<file path="src/rtl/sal_arb_out_fifo_if.sv">
// Handshake bundle between the round-robin arbiter, the output FIFO and its consumer.
// The slave modport is the FIFO's view; the master modport drives it.
interface sal_arb_out_fifo_if #(
    parameter int DATA_WIDTH = 12,
    parameter int DEPTH      = 4
);
    logic                     req_i;
    logic [DATA_WIDTH-1:0]    data_i;
    logic                     gnt_o;
    logic                     valid_o;
    logic [DATA_WIDTH-1:0]    data_o;
    logic                     ready_i;
    logic [$clog2(DEPTH):0]   cnt_o;
    logic                     af_o;
    logic                     ovf_o;

    modport slave (
        input  req_i, data_i, ready_i,
        output gnt_o, valid_o, data_o, cnt_o, af_o, ovf_o
    );

    modport master (
        output req_i, data_i, ready_i,
        input  gnt_o, valid_o, data_o, cnt_o, af_o, ovf_o
    );
endinterface

</file>
<file path="src/rtl/sal_arb_out_fifo.sv">
// First-word-fall-through buffer behind the 64-to-1 arbiter; gnt_o means "space available".
// Every output is decoded from registered state only, so the arbiter sees no path from ready_i.
module sal_arb_out_fifo #(
    parameter int DATA_WIDTH = 12,
    parameter int DEPTH      = 4,
    parameter int AF_THRESH  = 3
) (
    input logic               clk,
    input logic               rst_n,
    sal_arb_out_fifo_if.slave bus
);
    localparam int AW = $clog2(DEPTH);
    localparam int CW = AW + 1;

    logic [DATA_WIDTH-1:0] mem [DEPTH];
    logic [AW-1:0]         wr_ptr;
    logic [AW-1:0]         rd_ptr;
    logic [CW-1:0]         count;
    logic                  ovf;
    logic                  full;
    logic                  empty;
    logic                  push;
    logic                  pop;

    assign full  = (count == CW'(DEPTH));
    assign empty = (count == '0);

    // rst_n is active-high here; every output is forced quiet while it is asserted.
    assign bus.gnt_o   = !rst_n && !full;
    assign bus.valid_o = !rst_n && !empty;
    assign bus.data_o  = rst_n ? '0 : mem[rd_ptr];
    assign bus.cnt_o   = count;
    assign bus.af_o    = (count >= CW'(AF_THRESH));
    assign bus.ovf_o   = ovf;

    assign push = bus.req_i && bus.gnt_o;
    assign pop  = bus.valid_o && bus.ready_i;

    // NOTE: reset is asynchronous and active-high, so it sits in the sensitivity list on posedge.
    always_ff @(posedge clk or posedge rst_n) begin
        if (rst_n) begin
            wr_ptr <= '0;
            rd_ptr <= '0;
            count  <= '0;
            ovf    <= 1'b0;
        end else begin
            if (push) wr_ptr <= wr_ptr + AW'(1);
            if (pop)  rd_ptr <= rd_ptr + AW'(1);
            unique case ({push, pop})
                2'b10:   count <= count + CW'(1);
                2'b01:   count <= count - CW'(1);
                default: count <= count;
            endcase
            // Guard only: gnt_o already blocks pushes when full, so this must never fire.
            if (bus.req_i && bus.gnt_o && full) ovf <= 1'b1;
        end
    end

    // NOTE: storage is deliberately left out of reset; validity comes from count alone.
    always_ff @(posedge clk) begin
        if (push) mem[wr_ptr] <= bus.data_i;
    end
endmodule

</file>
<file path="src/flat_wrapper.sv">
// flat-port wrapper written by rule: the top's interface ports become plain ports
module sal_arb_out_fifo_flat 
#(
    parameter int DATA_WIDTH = 12,
    parameter int DEPTH      = 4,
    parameter int AF_THRESH  = 3
)
  (clk, rst_n, bus_req_i, bus_data_i, bus_ready_i, bus_gnt_o, bus_valid_o, bus_data_o, bus_cnt_o, bus_af_o, bus_ovf_o);
  sal_arb_out_fifo_if #(.DATA_WIDTH(DATA_WIDTH), .DEPTH(DEPTH)) bus_i ();
  input logic clk;
  input logic rst_n;
  input wire logic [$bits(bus_i.req_i)-1:0] bus_req_i;
  input wire logic [$bits(bus_i.data_i)-1:0] bus_data_i;
  input wire logic [$bits(bus_i.ready_i)-1:0] bus_ready_i;
  output wire logic [$bits(bus_i.gnt_o)-1:0] bus_gnt_o;
  output wire logic [$bits(bus_i.valid_o)-1:0] bus_valid_o;
  output wire logic [$bits(bus_i.data_o)-1:0] bus_data_o;
  output wire logic [$bits(bus_i.cnt_o)-1:0] bus_cnt_o;
  output wire logic [$bits(bus_i.af_o)-1:0] bus_af_o;
  output wire logic [$bits(bus_i.ovf_o)-1:0] bus_ovf_o;
  assign bus_i.req_i = bus_req_i;
  assign bus_i.data_i = bus_data_i;
  assign bus_i.ready_i = bus_ready_i;
  assign bus_gnt_o = bus_i.gnt_o;
  assign bus_valid_o = bus_i.valid_o;
  assign bus_data_o = bus_i.data_o;
  assign bus_cnt_o = bus_i.cnt_o;
  assign bus_af_o = bus_i.af_o;
  assign bus_ovf_o = bus_i.ovf_o;
  sal_arb_out_fifo #(.DATA_WIDTH(DATA_WIDTH), .DEPTH(DEPTH), .AF_THRESH(AF_THRESH)) u_core (.clk(clk), .rst_n(rst_n), .bus(bus_i));
endmodule
</file>
<file path="config.mk">
export PLATFORM = sky130hd
export DESIGN_NAME = sal_arb_out_fifo_flat
export DESIGN_NICKNAME = d
export VERILOG_FILES = /design/src/rtl/sal_arb_out_fifo_if.sv /design/src/rtl/sal_arb_out_fifo.sv /design/src/flat_wrapper.sv
export SDC_FILE = /design/constraint.sdc
export NUM_CORES = 1
export LEC_CHECK = 0
export CAP_MARGIN = 20
export CORE_MARGIN = 2
export CORE_UTILIZATION = 25
export DETAILED_ROUTE_END_ITERATION = 10
export GPL_TIMING_DRIVEN = 1
export PLACE_DENSITY_LB_ADDON = 0.25
export SYNTH_ARGS = -nofsm -noshare
export SYNTH_HDL_FRONTEND = slang
export SYNTH_SLANG_ARGS = --single-unit
export TNS_END_PERCENT = 5
</file>
<file path="constraint.sdc">
create_clock -name clk -period 3 [get_ports clk]
set_input_delay 0.45 -clock clk [delete_from_list [all_inputs] [get_ports clk]]
set_output_delay 0.45 -clock clk [all_outputs]
set_load 0.01 [all_outputs]
</file>
==> results of run 1 <==
[flip-flops by register name (all words and copies together), names as in the netlist]
name,flops
u_core.bus.cnt_o,3
u_core.bus.ovf_o,1
u_core.mem,48
u_core.rd_ptr,2
u_core.wr_ptr,2
[Yosys cell counts (all sizes together), types with 2 or more instances]
| master | instances |
|---|---|
| buf | 3 |
| a21oi | 2 |
| inv | 7 |
| xor2 | 4 |
| nor2 | 3 |
| and2 | 16 |
| clkbuf | 2 |
| edfxtp | 48 |
| xnor2 | 2 |
| nor3 | 2 |
| dfrtp | 8 |
| mux4 | 12 |
| ha | 5 |
[area by class of cell]
| class | instances | area share |
|---|---|---|
| timing repair buffer | 40 | 0.1334 |
| multi-input combinational | 53 | 0.2083 |
| tap | 111 | 0.04807 |
| clock inverter | 3 | 0.009095 |
| sequential | 56 | 0.5682 |
| clock buffer | 5 | 0.02382 |
| inverter | 7 | 0.009095 |
[power breakdown]
| part | leakage [nW] | internal [mW] | total (mW) | switching (mW) |
|---|---|---|---|---|
| Clock | 0.0487 | 0.170 | 0.418 | 0.248 |
| Sequential | 0.531 | 0.969 | 1.07 | 0.102 |
| Combinational | 0.430 | 0.439 | 0.751 | 0.312 |
| Total | 1.01 | 1.58 | 2.24 | 0.662 |
[final timing paths]
path                                      from                  end  depth (start not counted)  slack [ns]
setup / recovery              u_core.rd_ptr[1]        bus_data_o[3]                          3        0.43
setup reg to reg           u_core.bus.cnt_o[2]  u_core.bus.cnt_o[2]                          8        0.82
min in group asynchronous                rst_n     u_core.bus.ovf_o                          3        0.54
hold / removal                u_core.bus.ovf_o     u_core.bus.ovf_o                          0        0.39
hold reg to reg               u_core.bus.ovf_o     u_core.bus.ovf_o                          0        0.39
max in group asynchronous                rst_n     u_core.wr_ptr[0]                          3        2.26
[through the flow]
step / cells / power [mW]
floorplan: 121 / 1.558
global placement: 267 / 1.831
detailed placement: 267 / 1.865
CTS: 275 / 2.288
global route: 275 / 2.377
finish: 275 / 2.240
[worst max-delay path: stages, from the launching register on]
cell	delay, ns
dfrtp_1	0.76
mux4_2	0.39
and2_1	0.18
clkdlybuf4s50_1	0.48
[cells by family (layout without fill, tap and decap cells)]
family	after synthesis	after routing	share of synthesized area
multiplexers	14	14	0.1325
flip-flops	56	56	0.7096
adder cells (fa/ha/maj)	6	6	0.03570
AND/OR/NAND/NOR	24	24	0.06004
AO/OA/AOI/OAI	3	3	0.009194
XOR/XNOR	6	6	0.02271
buffers and inverters	12	55	0.03029
[cells in the final DEF, fill, tap and decap left out, types with 2 or more instances in the layout]
cell / synthesis / routed
xor2_1: 4 / 4
edfxtp_1: 48 / 48
and2_1: 16 / 16
ha_1: 5 / 5
clkdlybuf4s50_1: 0 / 34
mux4_2: 8 / 8
clkbuf_8: 0 / 5
clkinv_4: 0 / 2
nor3_1: 2 / 2
mux4_1: 4 / 4
dfrtp_1: 8 / 8
xnor2_1: 2 / 2
buf_4: 0 / 6
nor2_1: 3 / 3
inv_1: 7 / 7
[layer usage]
layer | up-vias | share of wire | track usage
met3 | 7 | 0.036 | 0.02298
met1 | 588 | 0.39 | 0.09087
met5 | - | 0 | 0
met4 | 0 | 0.027 | 0.04215
met2 | 23 | 0.55 | 0.1637
li1 | 538 | - | -
==> results_dict.tcl, run 1 <==
set metrics [dict create \
    outcome "complete, no violations" \
    yosys.area.top_type_share 0.6230 \
    worst_slew_pin_slew_ns 0.6940 \
    drv_slew 0 \
    fp.coreArea_um2 9109 \
    setup_viol 0 \
    seqCellArea_um2 1642 \
    grt_max_degree 20 \
    clock-sinks 56 \
    p_per_area_nw_per_um2 775.4 \
    grt_util_all_layers 0.08782 \
    endpoint_kind "primary output" \
    synth_edf_count 48 \
    drt-total-wl_mm 4.137 \
    drt_iter0_drc 25 \
    min_period_ns 2.573 \
    die_area_um2 10040 \
    rsz0062_at_grt "no" \
    slew_headroom 0.5373 \
    num_rows 35 \
    hold_viol 0 \
    crit_fanout 13 \
    wl_per_cell_um 15.04 \
    min_path_type "flop to flop" \
    postSynthCellCount 121 \
    cts_made_buffers 5 \
    detail-route-antenna-nets 0 \
    multiInputGateArea_um2 601.8 \
    cts.clk_slew.worst_paths_ns 0.10 \
    cap_violations 0 \
    fin_util 0.3172 \
    vias 1156 \
    cts.path.max_buffers 2 \
    grt_pass1_wl_mm 6.375 \
    portBuffers 34 \
    yosysWarningCount 0 \
    synth-seq-cells 56 \
    synth_top_area_cell "edfxtp_1" \
    pre_cts_ws_ns 0.4229 \
    fmax_ghz 0.3886 \
    post_cts_resized 0 \
    drive_gt1_frac 0.1463 \
    setup_tns_ns 0 \
    layout.nets 185 \
    htree_levels 2 \
    finalCritPeriodShare 0.8578 \
    skew_ns 0.01019 \
    grt_overflow 0 \
    arrival_ns 2.12 \
    ir_drop_mv 0.2068 \
    ys_seq_area_frac 0.7096 \
    area_growth_pct 24.88 \
    synth_ff_type "edfxtp_1" \
    antenna_found_initial 0 \
    fp.dieW_um 100.2 \
    syn_area_um2 2313 \
    power.leakage_nw 1.010 \
    via_per_inst 4.204 \
    detailedRoute.firstPassIterationCount 3 \
    whs_ns 0.3877 \
    cts-root-buf "clkbuf_8" \
    cp.required_ns 2.55 \
    fillers 890 \
    synth_area_per_cell_um2 19.12 \
    dp_hpwl_mm 2.908 \
    clock_latency_ns 0.31 \
    post-route-drc-count 0 \
    post_cts_buffers 0 \
    n_antenna_cell 0 \
    synthArstFlopShare 0.1429 \
    start_kind "flop" \
    crit_type "flop to primary output" \
    place.gp.congestion 0.6764 \
    synth.area.top_cells "edfxtp_1 62%, dfrtp_1 8.7%, mux4_2 7.8%" \
    start_util 0.2540 \
    final_cell_area_um2 2889 \
    syn_nets 143 \
    dpl_cell_area_um2 2794 \
    die_h_um 100.2 \
    holdBufCountCts 0 \
    ys_types 24 \
    grt_pass1_vias 1257 \
    finalWorstSetupSlack_ns 0.4266 \
    io_pins 35 \
    cts_tree "built" \
]
No activity file was read; power rests on OpenSTA's default activity.
==> run 2: changes to the inputs <==
CORE_MARGIN = default   (was 2)
clock period = 2.5 ns   (was 3 ns; I/O delays follow)
==> results_dict.tcl, run 2 (same netlist as run 1, synthesis figures left out) <==
set metrics [dict create \
    outcome "complete, but fails checks" \
    violations "DRC" \
    setup_tns_ns 0 \
    p_per_area_nw_per_um2 917.2 \
    r2r-end "u_core.bus.cnt_o[2]" \
    cts.clk_slew.worst_paths_ns 0.09 \
    layout_common_cells "48 x edfxtp_1, 34 x clkdlybuf4s50_1, 16 x and2_1, 14 x buf_4" \
    cts.path.max_buffers 2 \
    r2r_cells 8 \
    num_rows 34 \
    worst_slew_pin_slew_ns 0.3434 \
    finalWorstSetupSlack_ns 0.08975 \
    largest_reg_flops 48 \
    dpl_cell_area_um2 2858 \
    htree_levels 2 \
    portBuffers 34 \
    slew_headroom 0.7693 \
    endpoint_kind "primary output" \
    grt_pass1_wl_mm 6.789 \
    whs_ns 0.3907 \
    grt_util_all_layers 0.09556 \
    drt_iter0_drc 39 \
    reg2reg_slack_ns 0.48 \
    cts_tree "built" \
    hold_path_depth 0 \
    final_cell_area_um2 2949 \
    place.gp.congestion 0.7519 \
    cts-root-buf "clkbuf_8" \
    grt_overflow 0 \
    regMostFlops "u_core.mem" \
    antenna_found_initial 0 \
    cp.required_ns 2.12 \
    stdcell_count 281 \
    cap_violations 0 \
    holdPathEnd "u_core.bus.ovf_o" \
    drv_slew 0 \
    wl_per_cell_um 14.93 \
    clock-sinks 56 \
    arrival_ns 2.04 \
    detail-route-antenna-nets 0 \
    dp_hpwl_mm 3.037 \
    vias 1185 \
    detailedRoute.firstPassIterationCount 9 \
    cts_made_buffers 5 \
    regToRegStartpoint "u_core.bus.cnt_o[2]" \
    power.leakage_nw 1.048 \
    crit_fanout 7 \
    io_pins 35 \
    grt_pass1_vias 1354 \
    fp.dieW_um 98.20 \
    post-route-drc-count 2 \
    die_h_um 98.20 \
    hold_viol 0 \
    hp-start "u_core.bus.ovf_o" \
    layout.nets 194 \
    final_common_cell "edfxtp_1" \
    clock_latency_ns 0.30 \
    crit_type "flop to primary output" \
    drive_gt1_frac 0.1850 \
    skew_ns 0.003497 \
    pre_cts_ws_ns 0.1068 \
    area_growth_pct 27.47 \
    grt_max_degree 18 \
    via_per_inst 4.217 \
    fmax_ghz 0.4149 \
    ir_drop_mv 0.2683 \
    min_path_type "flop to flop" \
    fp.coreArea_um2 8848 \
    drt-total-wl_mm 4.194 \
    die_area_um2 9642 \
    n_antenna_cell 0 \
    min_period_ns 2.410 \
    setup_viol 0 \
    start_kind "flop" \
    rsz0062_at_grt "no" \
    finalCritPeriodShare 0.9641 \
    start_util 0.2615 \
    placedCellCount 273 \
]
run 2: changes by cell type in the layout (fill, tap and decap cells not counted):
cell	delta
buf_4	+8
buf_6	+1
clkinv_1	+1
clkinv_4	-2
clkinvlp_4	+2
inv_6	-1
run 2: layer usage:
metal / part of all wire / track usage / wire (um) / vias to the layer above
li1: - / - / - / 558
met2: 0.53 / 0.1728 / 2235 / 28
met3: 0.032 / 0.02577 / 134 / 7
met5: 0 / 0 / 0 / -
met1: 0.41 / 0.1047 / 1713 / 592
met4: 0.026 / 0.04248 / 110 / 0
run 2: area by class of cell:
type                       count  area [um^2]
clock buffer                   5        68.82
clock inverter                 3        18.77
fill                         863         5899
inverter                       7        26.28
multi-input combinational     53        601.8
sequential                    56         1642
tap                          108        135.1
timing repair buffer          49        456.7
run 2: repair_timing:
item                                   4_1_cts  5_1_grt
setup endpoints to repair                    0        1
setup buffers                                0        0
endpoints found under the hold margin        0        0
hold buffers                                 0        0
resized for setup                            0        1
run 2: worst max-delay path by stage:
stage                                   start             endpoint  slack (ns)  depth (start not counted)
after detailed placement                rst_n  u_core.bus.cnt_o[2]        0.11                          8
after CTS                    u_core.rd_ptr[0]        bus_data_o[7]        0.04                          4
after floorplan           u_core.bus.cnt_o[2]  u_core.bus.cnt_o[2]        0.56                          8
after global routing         u_core.rd_ptr[0]        bus_data_o[3]       0.003                          4
final                        u_core.rd_ptr[0]        bus_data_o[5]        0.09                          4
after global placement                  rst_n  u_core.bus.cnt_o[2]        0.18                          8
run 2: stage by stage:
step / total power [mW] / utilization
3_3_place_gp: 2.257 / 0.3230
5_1_grt: 2.862 / 0.3333
4_1_cts: 2.756 / 0.3329
2_1_floorplan: 1.869 / -
3_5_place_dp: 2.292 / 0.3230
6_report: 2.705 / 0.3333
run 2: critical path, cell delays in order, from the launching register on:
cell             delay, ns
dfrtp_1               0.37
buf_4                 0.20
mux4_2                0.51
and2_1                0.17
clkdlybuf4s50_1       0.49
run 2: where the power goes:
group | internal [mW] | switching [mW]
combinational | 0.573 | 0.427
clock | 0.193 | 0.267
sequential | 1.16 | 0.0808
total | 1.93 | 0.775
==> run 3: changes to the inputs <==
clock period = 2.7 ns   (was 2.5 ns; I/O delays follow)
==> results_dict.tcl, run 3 (same netlist as run 1, synthesis figures left out) <==
set metrics [dict create \
    hp-start "u_core.bus.ovf_o" \
    holdPathEnd "u_core.bus.ovf_o" \
    clock_latency_ns 0.31 \
    post_cts_buffers 0 \
    stdcell_count 277 \
    outcome "complete, but fails checks" \
    layout_common_cells "48 x edfxtp_1, 34 x clkdlybuf4s50_1, 16 x and2_1, 10 x buf_4" \
    violations "DRC" \
    area_growth_pct 26.83 \
    skew_ns 0.007242 \
    fp.dieW_um 98.20 \
    pre_cts_ws_ns 0.2057 \
    endpoint_kind "primary output" \
    wl_per_cell_um 14.90 \
    die_area_um2 9642 \
    arrival_ns 2.13 \
    io_pins 35 \
    crit_type "flop to primary output" \
    place.gp.congestion 0.7097 \
    fin_util 0.3316 \
    holdBufCountCts 0 \
    detail-route-antenna-nets 0 \
    p_per_area_nw_per_um2 860.3 \
    power.leakage_nw 1.038 \
    worst_slew_pin_slew_ns 0.6330 \
    grt_pass1_wl_mm 6.686 \
    die_h_um 98.20 \
    slew_headroom 0.5780 \
    cts_made_buffers 5 \
    largest_reg_flops 48 \
    min_path_type "flop to flop" \
    antenna_found_initial 0 \
    finalWorstSetupSlack_ns 0.1681 \
    setup_tns_ns 0 \
    crit_fanout 13 \
    whs_ns 0.3928 \
    post_cts_resized 0 \
    via_per_inst 4.199 \
    layout.nets 190 \
    fmax_ghz 0.3950 \
    placedCellCount 269 \
    regToRegStartpoint "u_core.bus.cnt_o[2]" \
    min_period_ns 2.532 \
    drive_gt1_frac 0.1716 \
    cts.clk_slew.worst_paths_ns 0.09 \
    grt_overflow 0 \
    cts-root-buf "clkbuf_8" \
    r2r-end "u_core.bus.cnt_o[2]" \
    htree_levels 2 \
    post-route-drc-count 4 \
    start_util 0.2615 \
    met3_usage 0.02362 \
    busiest_layer "met2" \
    reg2reg_slack_ns 0.59 \
    r2r_cells 8 \
    regMostFlops "u_core.mem" \
    grt_pass1_vias 1280 \
    drt-total-wl_mm 4.127 \
    setup_viol 0 \
    hold_path_depth 0 \
    vias 1163 \
    met1_usage 0.1113 \
    multiInputGateArea_um2 601.8 \
    grt_max_degree 20 \
    finalCritPeriodShare 0.9377 \
    fillers 867 \
    rsz0062_at_grt "no" \
    dp_hpwl_mm 2.854 \
    detailedRoute.firstPassIterationCount 9 \
    cp.required_ns 2.30 \
    cap_violations 0 \
    drt_iter0_drc 30 \
    cts.path.max_buffers 2 \
    n_antenna_cell 0 \
    ir_drop_mv 0.2470 \
    clock-sinks 56 \
    start_kind "flop" \
    cts_tree "built" \
    drv_slew 0 \
    seqCellArea_um2 1642 \
    grt_use_met2 0.1668 \
    grt_util_all_layers 0.09451 \
    hold_viol 0 \
    portBuffers 34 \
    final_common_cell "edfxtp_1" \
    fp.coreArea_um2 8848 \
    num_rows 34 \
]
-- run 3: changes by cell type in the layout (fill, tap and decap cells not counted), sizes merged --
| cell | delta |
|---|---|
| buf | -4 |
| clkinvlp | -1 |
| inv | +2 |
| clkinv | -1 |
-- run 3: worst max path at each step --
stage / startpoint / endpoint / slack (ns) / cells after the start
3_5_place_dp: rst_n / u_core.bus.cnt_o[2] / 0.21 / 8
5_1_grt: u_core.rd_ptr[1] / bus_data_o[3] / 0.01 / 3
3_3_place_gp: rst_n / u_core.bus.cnt_o[2] / 0.30 / 8
2_1_floorplan: u_core.bus.cnt_o[2] / u_core.bus.cnt_o[2] / 0.76 / 8
4_1_cts: u_core.rd_ptr[1] / bus_data_o[5] / 0.1 / 3
6_report: u_core.rd_ptr[1] / bus_data_o[5] / 0.17 / 3
-- run 3: routing by layer --
layer	part of all wire	wire length, um
met5	0	0
met4	0.018	74
met3	0.034	142
met1	0.43	1772
met2	0.52	2138
-- run 3: cell type report --
type                            instances  share of cell area
Clock inverter                          3            0.008529
Timing Repair Buffer                   45              0.1484
Tap cell                              108             0.04606
Sequential cell                        56              0.5595
Inverter                                7            0.008955
Clock buffer                            5             0.02345
Multi-Input combinational cell         53              0.2051
-- run 3: critical path: stages, from the launching register on --
cell             delay [ns]
dfrtp_1                0.76
mux4_2                 0.41
and2_1                 0.17
clkdlybuf4s50_1        0.48
-- run 3: power by group --
group / internal [mW] / total, mW / leakage, nW / switching (mW)
combinational: 0.521 / 0.867 / 0.462 / 0.346
clock: 0.189 / 0.463 / 0.0452 / 0.273
sequential: 1.08 / 1.19 / 0.531 / 0.118
-- run 3: stage by stage --
stage	instance area, um^2	power, mW
finish	2934	2.524
global route	2934	2.693
CTS	2934	2.582
detailed placement	2840	2.113
global placement	2840	2.080
floorplan	2313	1.731
==> variant: new RTL, config.mk and constraints of run 2 <==
`DEPTH` is set to 4 in 3 places; all go to 8.
--- a/src/rtl/sal_arb_out_fifo_if.sv
+++ b/src/rtl/sal_arb_out_fifo_if.sv
@@ -4,3 +4,3 @@
     parameter int DATA_WIDTH = 12,
-    parameter int DEPTH      = 4
+    parameter int DEPTH      = 8
 );
--- a/src/rtl/sal_arb_out_fifo.sv
+++ b/src/rtl/sal_arb_out_fifo.sv
@@ -4,3 +4,3 @@
     parameter int DATA_WIDTH = 12,
-    parameter int DEPTH      = 4,
+    parameter int DEPTH      = 8,
     parameter int AF_THRESH  = 3
--- a/src/flat_wrapper.sv
+++ b/src/flat_wrapper.sv
@@ -4,3 +4,3 @@
     parameter int DATA_WIDTH = 12,
-    parameter int DEPTH      = 4,
+    parameter int DEPTH      = 8,
     parameter int AF_THRESH  = 3
Interface: changed (resized bus_cnt_o); port bits go from 35 to 36. The function was not compared with the original's and may differ.
==> variant against run 2 <==
The run ends with negative setup slack left. Sequential power up 88%. Design area up 89%. Hold slack worse by 10 ps. Die area up 88%. Power up 100%. Setup slack worse by 110 ps. Sequential cell count up 51. Combinational power up 85%. Utilization down 1.0 points. Clock power rose to 2.9 times the old value. Critical path depth up 1. Sequential share of layout area up 1.1 points. Synthesized area up 90%. Wire length up 120%. Critical endpoint is now bus_data_o[1]. Highest routed layer unchanged.
==> variant: results (changes against run 2) <==
| Metric | Value |
|---|---|
| Status | `finished, violations left` |
| Failing checks | `negative setup slack` |
| # fillers | `1,668 (+93%)` |
| Top cells by area, synth | `edfxtp_1 (65%), mux4_2 (6.6%), mux4_1 (6.6%)` |
| M1 GR Usage | `13.8% (+3.3 points)` |
| H-tree levels | `3 (+1)` |
| Gate Count Post-Synth | `216 (+79%)` |
| Routed wl met3 | `280 um (+110%)` |
| Slowest cell on the critical path | `mux4_1` |
| Pleak | `2.02 nW (+93%)` |
| # clk buffers | `10 (+5)` |
| Final setup fails | `2 (+2)` |
| Inverters | `6 (-1)` |
| Fraction of area in multi-input gates | `20.4% (-0.048 points)` |
| CTS clk-pin slew, worst paths | `70 ps (-20 ps)` |
| CTS root buf | `clkbuf_16` |
| Pre-CTS WS | `-169 ps (-276 ps)` |
| Fin Setup TNS | `-23.9 ps (-23.9 ps)` |
| GRT Util Overall | `10.7% (+1.2 points)` |
| Grt met3 use | `3.04% (+0.46 points)` |
| Met2 usage | `17.7% (+0.39 points)` |
| Largest register FFs | `96 (+100%)` |
| Capturing point of the worst reg2reg path | `u_core.bus.cnt_o[3]$_DFFE_PP0P_` |
| Initial DRC Count | `149 (+280%)` |
| Critical R2R Launch | `u_core.bus.cnt_o[0]$_DFFE_PP0P_` |
| Final WS setup | `-22.2 ps (-112 ps)` |
| Vias in the first global route | `2,388 (+76%)` |
| IO buf count | `35 (+2.9%)` |
| Cell Pwr Density | `993 nW/um^2 (+8.2%)` |
| Final HPWL from detailed placement | `6110 um (+100%)` |
| Met1 Routed Length | `4240 um (+150%)` |
| Largest net degree at the start of global routing | `20 (+2)` |
| Psw | `0.00165 W (+110%)` |
| NonClk Buf Share | `12.3% (-3.2 points)` |
| Peak VDD IR | `0.000402 V (+50%)` |
| DP Area | `5240 sq um (+83%)` |
| Clock skew | `7.76 ps (+4.27 ps)` |
| Critical Path End | `bus_data_o[1]` |
| Clock net power | `0.00135 W (+190%)` |
| Non-Filler Instances | `519 (+85%)` |
| Non-Clock Buffer Count | `73 (+49%)` |
| Sequential portion of the cell area | `56.7% (+1.1 points)` |
| Delay-heaviest family, CP | `multiplexers` |
| Register area share after synthesis | `71.7% (+0.77 points)` |
| Met2 wire len | `4460 um (+100%)` |
| Nets | `311 (+60%)` |
| Placed Cells incl. Taps | `502 (+84%)` |
| Seq Cell Count | `107 (+91%)` |
| Gpl congestion | `0.705 (-6.3%)` |
| Comb group | `0.00185 W (+85%)` |
| Via density | `4.32 (+2.4%)` |
## variant: cell count changes after synthesis, sizes merged, moves of 2 or more
| cell | before | now |
|---|---|---|
| clkbuf | 2 | 4 |
| o21ai | 0 | 2 |
| nor3b | 1 | 4 |
| nand2 | 1 | 4 |
| nor3 | 2 | 4 |
| nor2 | 3 | 11 |
| a22o | 0 | 12 |
| buf | 3 | 7 |
| edfxtp | 48 | 96 |
| dfrtp | 8 | 11 |
| mux4 | 12 | 24 |
| or4b | 0 | 2 |
| mux2 | 1 | 3 |
| and2 | 16 | 0 |
## variant: cells by family (layout without fill, tap and decap cells)
logic type	after synthesis	count (layout)	synth area share (%)
buffers and inverters	17	95	2.47
multiplexers	28	28	14.2
XOR/XNOR	6	6	1.19
AO/OA/AOI/OAI	19	19	3.47
flip-flops	107	107	71.7
AND/OR/NAND/NOR	33	33	5.06
adder cells (fa/ha/maj)	6	6	1.88
